**config.mk**
```make
export PLATFORM = sky130hd
export DESIGN_NAME = riot_pia
export DESIGN_NICKNAME = d
export VERILOG_FILES = /design/src/rtl/riot_pia.sv
export SDC_FILE = /design/constraint.sdc
export NUM_CORES = 1
export LEC_CHECK = 0
export CAP_MARGIN = 20
export CELL_PAD_IN_SITES_DETAIL_PLACEMENT = 0
export CELL_PAD_IN_SITES_GLOBAL_PLACEMENT = 2
export CORE_MARGIN = 2
export CORE_UTILIZATION = 26
export DETAILED_ROUTE_END_ITERATION = 10
export GPL_TIMING_DRIVEN = 0
export PLACE_DENSITY_LB_ADDON = 0.12
export SETUP_SLACK_MARGIN = 0.4
export SLEW_MARGIN = 30
export SYNTH_ARGS = -nofsm -noshare
export SYNTH_HDL_FRONTEND = slang
export SYNTH_SLANG_ARGS = --single-unit
```
**constraint.sdc**
```tcl
create_clock -name clk_i -period 1.83 [get_ports clk_i]
set_clock_uncertainty 0.05 [all_clocks]
set_input_delay 0.2745 -clock clk_i [delete_from_list [all_inputs] [get_ports clk_i]]
set_output_delay 0.2745 -clock clk_i [all_outputs]
set_load 0.1 [all_outputs]
```
**src/rtl/riot_pia.sv**
```systemverilog
// RIOT (6532) I/O ports, data-direction registers and interval timer; no RAM. Optional DDR/output registers via RIOT_DDR_EN.
// Latency: reads are combinational from adr_i; writes, timer loads and INTIM-read flag clear act on the access edge.
// Backpressure: none; one register access per CPU-rate clock is always accepted.
module riot_pia (
    input  logic       clk_i,
    input  logic       rst_n,
    input  logic       stb_i,
    input  logic       we_i,
    input  logic [6:0] adr_i,
    input  logic [7:0] dat_i,
    output logic [7:0] dat_o,
    input  logic [6:0] buttons,
    input  logic [3:0] sw
);

    // Timer state: count, prescaler, selected interval, underflow flag, post-underflow fast mode
    logic [7:0] timer;
    logic [9:0] presc;
    logic [1:0] intvl_sel;
    logic       flag;
    logic       fast;

    // Address decode; adr_i[6:5] and adr_i[3] are don't-care so the block mirrors across them
    logic       wr_acc;
    logic       rd_intim;
    logic       tim_load;
    logic       io_wr;
    logic [7:0] port_a_in;
    logic [7:0] port_b_in;
    logic       unused;

    assign wr_acc   = stb_i & we_i;
    assign rd_intim = stb_i & ~we_i & adr_i[2] & ~adr_i[0];
    assign tim_load = wr_acc & adr_i[2] & adr_i[4];
    assign io_wr    = wr_acc & ~adr_i[2];

    // Joystick directions and console switches as the CPU sees them (active-low where wired that way)
    assign port_a_in = {~buttons[4], ~buttons[3], ~buttons[2], ~buttons[1], 4'hF};
    assign port_b_in = {1'b0, ~sw[3], 2'b11, sw[2], 1'b1, ~sw[1], ~sw[0]};
    assign unused    = ^{adr_i[6:5], adr_i[3], buttons[6:5], buttons[0]};

    // Prescaler reload value (interval - 1) for TIM1T/TIM8T/TIM64T/T1024T
    function automatic logic [9:0] reload(input logic [1:0] sel);
        case (sel)
            2'd0:    reload = 10'd0;
            2'd1:    reload = 10'd7;
            2'd2:    reload = 10'd63;
            default: reload = 10'd1023;
        endcase
    endfunction

    // Interval timer: load wins; otherwise prescaled countdown, underflow to 0xFF then free-run every edge
    always_ff @(posedge clk_i or negedge rst_n) begin
        if (!rst_n) begin
            timer     <= 8'h00;
            presc     <= 10'd1023;
            intvl_sel <= 2'd3;
            flag      <= 1'b0;
            fast      <= 1'b0;
        end else if (tim_load) begin
            timer     <= dat_i;
            intvl_sel <= adr_i[1:0];
            presc     <= reload(adr_i[1:0]);
            flag      <= 1'b0;
            fast      <= 1'b0;
        end else begin
            if (rd_intim) begin
                flag <= 1'b0;
            end
            if (fast) begin
                timer <= timer - 8'd1;
            end else if (presc == 10'd0) begin
                presc <= reload(intvl_sel);
                if (timer == 8'h00) begin
                    // underflow set takes priority over a same-edge INTIM read clear
                    timer <= 8'hFF;
                    flag  <= 1'b1;
                    fast  <= 1'b1;
                end else begin
                    timer <= timer - 8'd1;
                end
            end else begin
                presc <= presc - 10'd1;
            end
        end
    end

`ifdef RIOT_DDR_EN
    logic [7:0] ddr_a;
    logic [7:0] out_a;
    logic [7:0] ddr_b;
    logic [7:0] out_b;

    // Port output latches and data-direction registers, written through the I/O register window
    always_ff @(posedge clk_i or negedge rst_n) begin
        if (!rst_n) begin
            ddr_a <= 8'h00;
            out_a <= 8'h00;
            ddr_b <= 8'h00;
            out_b <= 8'h00;
        end else if (io_wr) begin
            case (adr_i[1:0])
                2'd0:    out_a <= dat_i;
                2'd1:    ddr_a <= dat_i;
                2'd2:    out_b <= dat_i;
                default: ddr_b <= dat_i;
            endcase
        end
    end

    // Read mux: output bits come from the latch, input bits from the pins
    always_comb begin
        dat_o = 8'h00;
        if (adr_i[2]) begin
            dat_o = adr_i[0] ? {flag, 7'b0} : timer;
        end else begin
            case (adr_i[1:0])
                2'd0:    dat_o = (ddr_a & out_a) | (~ddr_a & port_a_in);
                2'd1:    dat_o = ddr_a;
                2'd2:    dat_o = (ddr_b & out_b) | (~ddr_b & port_b_in);
                default: dat_o = ddr_b;
            endcase
        end
    end
`else
    logic unused_io_wr;
    assign unused_io_wr = io_wr;

    // Read mux: ports are input-only, direction registers read as zero
    always_comb begin
        dat_o = 8'h00;
        if (adr_i[2]) begin
            dat_o = adr_i[0] ? {flag, 7'b0} : timer;
        end else begin
            case (adr_i[1:0])
                2'd0:    dat_o = port_a_in;
                2'd2:    dat_o = port_b_in;
                default: dat_o = 8'h00;
            endcase
        end
    end
`endif

endmodule

```
### Yosys cells after proc, flatten, opt, wreduce, memory -nomap -nowiden

Cells that the tools add are included.
W data, S select, Z words.

* add/subtract/negate cells: 2
* eq/ne operators: 5
* muxes and demuxes: 21
* bitwise gates (word level): 15
* reductions and logical operators: 5

Operator list (number)
* $pmux W10 S3: 2
* $mux W8: 6
* $mux W10: 3
* $pmux W8 S2: 1
* $logic_not A10 Y1: 1
* $sub A10 B1 Y10 const B: 1
* $mux W1: 9
* $not A1 Y1: 9
* $logic_not A8 Y1: 1
* $sub A8 B1 Y8 const B: 1
* $and A1 B1 Y1: 6
* $eq A2 B1 Y1 const B: 2
* $eq A2 B2 Y1 const B: 2
* $logic_not A2 Y1: 2
* $reduce_bool A3 Y1: 1
* $ne A2 B1 Y1 const B: 1

* register bits: 22
* bits of input ports: 30
* output and inout port bits: 8

### Logic depth before layout (Yosys ltp)

Gate-level depths: netlist (run 1).

* word-level depth: 9
* depth in mapped cells: 7
* depth with buffers taken out: 6

### Worst setup path after synthesis (run 1)

Ideal clock, no wire load.

* kind: input to output
* start point: input port adr_i[2]
* end point: output port dat_o[4]
* arrival: 3.012 ns
* required time: 1.505 ns
* path slack: -1.506 ns
* stages: 3
* cells stage by stage: clkbuf_1 -> clkbuf_1 -> a221oi_1

* longest elaborated chain between the ends: 1

Ends and longest elaborated chain
* from (decl): RTL line 9 `input logic [6:0] adr_i,`
* $mux W8: RTL line 132 `if (adr_i[2]) begin`
* to (decl): RTL line 11 `output logic [7:0] dat_o,`

No other way between the ends.

### Final worst setup path (run 1)

* start point: register timer[1]
* end point: register timer[3]

* longest elaborated chain between the ends: 5
* elaborated cells on any way between the ends: 6

Ends and longest elaborated chain
* from (decl): RTL line 17 `logic [7:0] timer;`
* from (signal assigned): RTL line 61 `timer <= dat_i;`
* from (signal assigned): RTL line 71 `timer <= timer - 8'd1;`
* from (signal assigned): RTL line 80 `timer <= timer - 8'd1;`
* $sub A8 B1 Y8 / $logic_not A8 Y1 (equally long branches): RTL line 71, 80, 74
* $mux W8: RTL line 74 `if (timer == 8'h00) begin`
* $mux W8: RTL line 72 `end else if (presc == 10'd0) begin`
* $mux W8 *: RTL line 70 `if (fast) begin`
* $mux W8 *: RTL line 60 `end else if (tim_load) begin`

Mark *: on every way between the ends. The rest lies on a longest branch, timed or not. The select of a mux whose other input is x is not followed.
A chain may end at the register's enable or synchronous reset.

==> results of run 1 <==
## logic make-up (layout without fill, tap and decap cells)
family / Yosys count / after routing / share of synthesized area
compound gates: 66 / 66 / 0.303
flops: 22 / 22 / 0.371
simple gates: 64 / 64 / 0.231
fa+ha+maj: 3 / 3 / 0.0246
mux: 3 / 3 / 0.0205
buf+inv: 20 / 85 / 0.0500
## worst reg2reg max path, cell delays in order, from the launching register on
cell and delay, ps:
dfrtp_2 430, inv_2 80, ha_4 130, or4b_4 510, o21ai_4 280, buf_6 140
o21ai_2 50, a22oi_1 140
## sequential cells by signal (all words and copies together) (netlist names)
name,cells
intvl_sel,2
fast,1
flag,1
presc,10
timer,8
## synth_stat cells (2+ instances only)
library cell	count	area, sq um
o211ai_1	4	30.0
dfstp_2	12	315
nand4_1	2	12.5
dfrtp_1	10	250
nor3_1	2	10.0
a221oi_1	2	17.5
nor4_1	2	12.5
or2_2	2	12.5
a41oi_1	2	17.5
o22a_1	2	17.5
a211oi_1	4	30.0
a31oi_1	2	12.5
o21ai_0	15	75.1
a22oi_1	3	22.5
nor3b_1	2	15.0
mux2i_1	2	20.0
nor2b_1	4	25.0
o311ai_0	5	43.8
inv_1	10	37.5
o21a_1	2	15.0
nand3_1	12	60.1
a22o_1	3	26.3
nor2_1	14	52.6
clkbuf_1	9	33.8
a21oi_1	13	65.1
ha_1	3	37.5
nand2_1	14	52.6
## how the worst max path moves through the flow
stage                                 to  slack [ps]  depth (start not counted)
floorplan           presc[7]$_DFFE_PN1P_           5                          4
global placement                dat_o[5]       -1040                          4
detailed placement              dat_o[5]       -1040                          4
CTS                 presc[7]$_DFFE_PN1P_         -70                          4
global route        presc[7]$_DFFE_PN1P_        -110                          4
finish              timer[3]$_DFFE_PN0P_         -60                          7
## report_power, final
group / switching, W / internal, W
Clock: 0.000184 / 0.000238
Sequential: 0.000234 / 0.000775
Combinational: 0.000990 / 0.000956
## final cells by class
type | count | area [sq um] | area share
multi-input cells | 136 | 1190 | 0.428
repair buffers | 61 | 681 | 0.245
flip-flops and latches | 22 | 571 | 0.205
plain buffers | 10 | 141 | 0.0508
well taps | 72 | 90.1 | 0.0324
clock buffers | 4 | 66.3 | 0.0238
inverters | 10 | 42.5 | 0.0153
## stage by stage
| step | area (sq um) | power (W) | utilization | hold WS (ps) |
|---|---|---|---|---|
| finish | 2780 | 0.00338 | 0.499 | 253 |
| global route | 2780 | 0.00357 | 0.499 | 257 |
| CTS | 2620 | 0.00312 | 0.469 | 244 |
| detailed placement | 2090 | 0.00223 | 0.375 | 230 |
| global placement | 2100 | 0.00220 | 0.376 | 423 |
| floorplan | 1720 | 0.00189 | - | -71.1 |
## metal layers
layer	wire length, microns	GRT usage	part of all wire	vias up
met5	0	0	0	-
met4	59	0.0424	0.011	0
met3	302	0.0202	0.054	6
met2	2670	0.302	0.48	65
met1	2540	0.234	0.46	830
li1	-	-	-	814
## timing repair
action                                  CTS  global route
buffers inserted                         20             9
endpoints found under the setup margin   30            29
resized for setup                       128            32
pin swaps                                13            17
hold buffers                              1             0
endpoints found under the hold margin    10             0
cloned                                    2             0
==> run metrics, run 1 <==
Area growth syn-to-layout 82.4%; starting density of the core 0.274; Max Clk Rate 0.529 GHz; Hold Path Sink intvl_sel[1]$_DFFE_PN1P_; Tcrit/Tclk final 1.03; initial antenna violation count 0; Nets 277; Die Height 80.6 microns; Fin. Hold Viols 0; Post-synth EDFFs 0; critical path class reg -> reg; GRT Overall Usage 0.176; CP top delay family simple AND/OR/NAND/NOR gates; Final ANT Viol Nets 0; Synth Cell Area 1530 sq um; TritonRoute pass-1 iters 4; layout cells sized above 1 0.519; failing checks negative setup slack; HP Start adr_i[1]; DR vias/cell 5.44; asr flop ratio synth 1.00; relative slew slack 0.639; clk sink count 22; Pleak 1.05 nW; final setup margin -58.9 ps; Residual DRC 0; Worst Setup End Kind flip-flop; Yosys reg bits 22; largest net degree at the start of global routing 23; Slowest cell on crit path or4b_4; PD cells 1210 nW/um^2; CP peak stage delay 510 ps; H-tree lvl count 1; Synth Area per Inst 8.57 sq um; Slew @ Worst Pin 536 ps; R2R Path Start timer[1]$_DFFE_PN0P_; Post-Syn Instances 178; Fill cells 518; worst skew pair latency 280 ps; syn nets 211; cts bufs inserted 3; startpoint types flip-flop; IO Port Bufs 29; RSZ-0062 raised after global routing true; first-pass GRT wire length 8730 microns; crit-path cells inv_2, ha_4, or4b_4, o21ai_4, buf_6, o21ai_2, a22oi_1; post-DP HPWL 3590 microns; Max IR drop VDD 0.526 mV; CTS tree yes; # IOs 38; Buf/Inv on CP 2; Routed WL 5580 microns; fin crit period 1890 ps; clock buffer depth 2; DP Cell Count 279; post-place setup slack -1040 ps; setup TNS -252 ps; CP arrival 2030 ps; Worst R2R End timer[3]$_DFFE_PN0P_; Die W 80.6 microns; ys flop type dfstp_2; max-slew violation count 0; CP max FO 4; row count 27; number of global-route vias before repair 1,692; initial DRC count 116; GRT Residual Overflow 0; worst min path class in -> reg; CTS root buffer clkbuf_8; # setup viols final 6; clock slew at reported path FFs 90 ps; CP Launch Point timer[1]$_DFFE_PN0P_; max-cap violations 0; R2R cell count 7; Seq/Total Area, Yosys 0.371; commonest cells after routing, fill and taps aside buf_4, clkdlybuf4s50_1, nand2_1; Final Non-Filler Cells 315; Worst EP required 1970 ps; total core area 5570 sq um; vias post-DR 1,715; commonest non-fill, non-tap cell in the layout buf_4; Placer Congestion 0.874; n_diodes 0; status finished, violations left; R2R Setup Slk -60 ps; WHS Path Cells 3; synth warn 0; DR WL/cell 17.7 microns; die footprint 6490 sq um; Synth cell types 48
No activity file was read; power rests on OpenSTA's default activity.
==> run 2, diff against run 1 <==
--- a/config.mk
+++ b/config.mk
@@ -9,10 +9,12 @@
 export CELL_PAD_IN_SITES_DETAIL_PLACEMENT = 0
 export CELL_PAD_IN_SITES_GLOBAL_PLACEMENT = 2
 export CORE_MARGIN = 2
-export CORE_UTILIZATION = 26
+export CORE_UTILIZATION = 27
+export CTS_BUF_LIST = sky130_fd_sc_hd__clkbuf_4
 export DETAILED_ROUTE_END_ITERATION = 10
 export GPL_TIMING_DRIVEN = 0
 export PLACE_DENSITY_LB_ADDON = 0.12
+export REMOVE_ABC_BUFFERS = 1
 export SETUP_SLACK_MARGIN = 0.4
 export SLEW_MARGIN = 30
 export SYNTH_ARGS = -nofsm -noshare
==> run metrics, run 2 (same netlist as run 1, synthesis figures left out) <==
Largest regs presc (10), timer (8), intvl_sel (2); relative slew slack 0.607 (-0.0323); largest net degree at the start of global routing 23 (unchanged); WP depth 4 (-3); Slew @ Worst Pin 584 ps (+48.0 ps); Max IR drop VDD 0.654 mV (+24%); Max Clk Rate 0.521 GHz (-1.5%); Slowest cell on crit path or4_4; Nets 270 (-2.5%); max FFs per register 10 (unchanged); GRT Residual Overflow 0 (unchanged); die footprint 6270 sq um (-3.5%); CP peak stage delay 540 ps (+30 ps); startpoint types flip-flop; # IOs 38 (unchanged); CP top delay family simple AND/OR/NAND/NOR gates; PD cells 1320 nW/um^2 (+8.4%); CTS tree yes; commonest non-fill, non-tap cell in the layout buf_4; Routed WL 5440 microns (-2.4%); Reg with most FFs presc; Die W 79.2 microns (-1.8%); setup TNS -355 ps (-103 ps); final instance area 2510 sq um (-9.9%); total core area 5470 sq um (-1.8%); Area growth syn-to-layout 64.4%; placed inst area 1890 sq um (-9.5%); initial antenna violation count 0 (unchanged); initial DRC count 84 (-28%); final setup margin -87.9 ps (-29.0 ps); status finished, violations left; RSZ-0062 raised after global routing true; Residual DRC 0 (unchanged); Fill cells 549 (+6.0%); failing checks negative setup slack; WHS Path Cells 3 (unchanged); CTS root buffer clkbuf_4; Tcrit/Tclk final 1.05 (+0.0159); worst skew pair latency 320 ps (+40 ps); cts bufs inserted 3 (unchanged); Final ANT Viol Nets 0 (unchanged); H-tree lvl count 1 (unchanged); critical path class reg -> reg; Fin. Hold Viols 0 (unchanged); Placer Congestion 0.859 (-1.7%); max-slew violation count 0 (unchanged); starting density of the core 0.279 (+0.00507); DR vias/cell 5.42 (-0.53%); row count 27 (unchanged); n_diodes 0 (unchanged); first-pass GRT wire length 8720 microns (about the same); crit-path cells or4_4, or3_4, o22a_1, o311ai_1; vias post-DR 1,668 (-2.7%); clock slew at reported path FFs 130 ps (+40 ps); TritonRoute pass-1 iters 4 (unchanged); fin crit period 1920 ps (+29.0 ps); R2R cell count 4 (-3); clk sink count 22 (unchanged); layout cells sized above 1 0.483 (-0.0355); commonest cells after routing, fill and taps aside buf_4, clkdlybuf4s50_1, nand2_1, dfstp_2, buf_6; Pleak 0.958 nW (-8.9%); CP max FO 4 (unchanged); post-DP HPWL 3410 microns (-5.0%); max-cap violations 0 (unchanged); CP arrival 2090 ps (+60 ps); Buf/Inv on CP 0 (-2); worst min path class in -> reg; Worst EP required 2000 ps (+30 ps); Die Height 79.2 microns (-1.8%); DR WL/cell 17.7 microns (-0.19%); # setup viols final 11 (+5); GRT Overall Usage 0.178 (+0.00255); number of global-route vias before repair 1,772 (+4.7%); IO Port Bufs 31 (+6.9%); Worst Setup End Kind flip-flop; clock buffer depth 2 (unchanged)
## run 2: per-layer routing
layer / GRT usage / part of all wire / vias up
met4: 0.0603 / 0.020 / 0
met2: 0.346 / 0.55 / 27
li1: - / - / 798
met1: 0.196 / 0.41 / 830
met5: 0 / 0 / -
met3: 0.0250 / 0.022 / 13
## run 2: tightest hold or removal path: cells and delay by family
family | cells | cell delay [ps]
AOI/OAI and AO/OA | 2 | 190
buffers and inverters | 1 | 170
## run 2: metrics by stage
stage | hold slack (ps) | worst slack, ps | total power, W | utilization | instances
floorplan | -71.1 | -1230 | 0.00177 | - | 168
global placement | 419 | -1310 | 0.00209 | 0.345 | 271
detailed placement | 236 | -1210 | 0.00211 | 0.346 | 272
CTS | 237 | -72.6 | 0.00300 | 0.421 | 302
global route | 266 | -132 | 0.00351 | 0.458 | 308
finish | 253 | -87.9 | 0.00330 | 0.458 | 308
## run 2: area by class of cell
class | instances | area [sq um] | area share
Clock buffer | 3 | 22.5 | 0.00898
Clock inverter | 1 | 30.0 | 0.0120
Inverter | 10 | 37.5 | 0.0150
Multi-Input combinational cell | 136 | 1120 | 0.449
Sequential cell | 22 | 569 | 0.227
Tap cell | 72 | 90.1 | 0.0359
Timing Repair Buffer | 64 | 633 | 0.252
## run 2: timing repair
| item | CTS | global route |
|---|---|---|
| setup endpoints to repair | 30 | 29 |
| hold buffers | 1 | 0 |
| cloned | 1 | 0 |
| hold endpoints to repair | 10 | 0 |
| setup buffers | 24 | 6 |
| pin swaps | 15 | 10 |
| resized for setup | 120 | 47 |
## run 2: worst paths after layout
| kind | end | slack, ps | from |
|---|---|---|---|
| setup reg to reg | presc[7]$_DFFE_PN1P_ | -90 | presc[7]$_DFFE_PN1P_ |
| hold / removal | presc[6]$_DFFE_PN1P_ | 250 | adr_i[1] |
| setup / recovery | presc[7]$_DFFE_PN1P_ | -90 | presc[7]$_DFFE_PN1P_ |
| min in group asynchronous | timer[2]$_DFFE_PN0P_ | 390 | rst_n |
| max in group asynchronous | intvl_sel[0]$_DFFE_PN1P_ | 950 | rst_n |
| hold reg to reg | intvl_sel[0]$_DFFE_PN1P_ | 440 | intvl_sel[0]$_DFFE_PN1P_ |
## run 2: where the power goes
part           internal, W  switching [W]  total [W]
clock network     0.000221       0.000170   0.000391
registers         0.000769       0.000231    0.00100
logic             0.000935       0.000975    0.00191
==> run 3, diff against run 2 <==
--- a/config.mk
+++ b/config.mk
@@ -8,6 +8,7 @@
 export CAP_MARGIN = 20
 export CELL_PAD_IN_SITES_DETAIL_PLACEMENT = 0
 export CELL_PAD_IN_SITES_GLOBAL_PLACEMENT = 2
+export CORE_ASPECT_RATIO = 0.6
 export CORE_MARGIN = 2
 export CORE_UTILIZATION = 27
 export CTS_BUF_LIST = sky130_fd_sc_hd__clkbuf_4
==> run metrics, run 3 (same netlist as run 1, synthesis figures left out) <==
area of the multi-input gates 1180 sq um (+4.8%); GRT Residual Overflow 0 (unchanged); CP peak stage delay 540 ps (about the same); HP Start adr_i[1]; Pleak 0.957 nW (about the same); critical path class reg -> reg; clock slew at reported path FFs 140 ps (about the same); clk sink count 22 (unchanged); DR vias/cell 5.52 (+1.9%); failing checks negative setup slack; first-pass GRT wire length 8910 microns (+2.1%); R2R Path Start presc[6]$_DFFE_PN1P_; layout cells sized above 1 0.523 (+0.0404); Slew @ Worst Pin 525 ps (-59.1 ps); max-cap violations 0 (unchanged); # setup viols final 11 (unchanged); status finished, violations left; GRT Overall Usage 0.182 (+0.00340); final instance area 2550 sq um (+1.9%); initial antenna violation count 0 (unchanged); row count 21 (-22%); post-place setup slack -1250 ps (-43.1 ps); PD cells 1330 nW/um^2 (+0.82%); Reg with most FFs presc; RSZ-0062 raised after global routing true; starting density of the core 0.276 (-0.00228); Routed WL 5610 microns (+3.0%); vias post-DR 1,677 (+0.54%); worst skew pair latency 320 ps (about the same); CTS tree yes; final setup margin -72.5 ps (+15.5 ps); die footprint 6290 sq um (+0.32%); startpoint types flip-flop; relative slew slack 0.650 (+0.0430); Placer Congestion 0.767 (-11%); Fill cells 523 (-4.7%); CP arrival 2090 ps (about the same); Max Clk Rate 0.526 GHz (+0.81%); number of global-route vias before repair 1,662 (-6.2%); crit-path cells or4_4, or3_4, o22a_1, o311ai_2; Max IR drop VDD 0.483 mV (-26%); initial DRC count 61 (-27%); # IOs 38 (unchanged); CTS root buffer clkbuf_4; total core area 5520 sq um (+0.82%); Die W 101 microns (+28%); Fin. Hold Viols 0 (unchanged); CP Launch Point presc[6]$_DFFE_PN1P_; commonest cells after routing, fill and taps aside buf_4, clkdlybuf4s50_1, buf_6; CP max FO 4 (unchanged); placed inst area 1890 sq um (-0.20%); largest net degree at the start of global routing 23 (unchanged); Final ANT Viol Nets 0 (unchanged); Slowest cell on crit path or4_4; Sequential cell area 572 sq um (+0.44%); Area growth syn-to-layout 67.5%; TritonRoute pass-1 iters 4 (unchanged); cts bufs inserted 3 (unchanged); Worst EP required 2020 ps (+20 ps); Tcrit/Tclk final 1.04 (-0.00847); Worst Setup End Kind flip-flop; IO Port Bufs 31 (unchanged); max FFs per register 10 (unchanged); worst min path class in -> reg; Residual DRC 0 (unchanged); Largest regs presc (10), timer (8), intvl_sel (2); clock buffer depth 2 (unchanged); H-tree lvl count 1 (unchanged); post-DP HPWL 3510 microns (+3.0%); commonest non-fill, non-tap cell in the layout buf_4; Nets 269 (-0.37%); max-slew violation count 0 (unchanged); Die Height 62.2 microns (-21%); fin crit period 1900 ps (-15.5 ps); n_diodes 0 (unchanged); DR WL/cell 18.4 microns (+4.4%)
run 3: changes by cell type in the layout (fill, tap and decap cells not counted), moves of 2 or more:
cell     previous run  this run
buf_6              11        15
a22oi_1             3         0
a22oi_2             0         3
inv_1               5         2
o21ai_1             6         3
a21oi_2             5         3
buf_4              22        20
dfrtp_1             7         5
dfrtp_2             3         5
inv_4               0         2
nor2_1              9        11
nor2_2              3         1
o21ai_2             3         5
run 3: critical path, delay by kind of cell, from the launching register on:
kind | cells | cell delay (ps)
compound gates | 2 | 450
flops | 1 | 410
simple gates | 2 | 920
run 3: path summary, 6_finish.rpt:
path	to	slack, ps	cells past startpoint
worst max register to register	presc[7]$_DFFE_PN1P_	-70	4
worst min-delay path	intvl_sel[1]$_DFFE_PN1P_	240	3
worst max-delay path	presc[7]$_DFFE_PN1P_	-70	4
worst min register to register	intvl_sel[0]$_DFFE_PN1P_	440	2
max in group asynchronous	fast$_DFF_PN0_	960	2
min in group asynchronous	timer[0]$_DFFE_PN0P_	390	2
run 3: metal layers:
layer  track usage  wire (microns)
met1         0.281            2830
met2         0.248            2360
met3        0.0428             362
met4        0.0524              59
met5             0               0
run 3: what timing repair did:
action	in CTS	in global routing
setup endpoints to repair	30	28
buffers inserted	24	6
hold buffers	1	0
endpoints found under the hold margin	10	0
pin swaps	18	14
gates resized for setup	131	52
run 3: final cells by class:
type,count,area share
Multi-Input combinational cell,136,0.461
Timing Repair Buffer,63,0.244
Sequential cell,22,0.224
Tap cell,69,0.0338
Inverter,10,0.0167
Clock inverter,1,0.0118
Clock buffer,3,0.00881
run 3: metrics by stage:
stage / TNS [ps] / utilization / hold WS, ps / instances / power (W)
3_3_place_gp: -29450 / 0.341 / 415 / 268 / 0.00210
3_5_place_dp: -23370 / 0.342 / 230 / 269 / 0.00213
4_1_cts: -168 / 0.425 / 376 / 298 / 0.00310
2_1_floorplan: -5710 / - / -71.1 / 168 / 0.00177
5_1_grt: -791 / 0.463 / 267 / 304 / 0.00360
6_report: -369 / 0.463 / 242 / 304 / 0.00339
run 3: report_power, final:
group,switching [W],internal (W),total (W)
Sequential,0.000247,0.000773,0.00102
Combinational,0.00103,0.000945,0.00198
Clock,0.000171,0.000221,0.000393
Total,0.00145,0.00194,0.00339
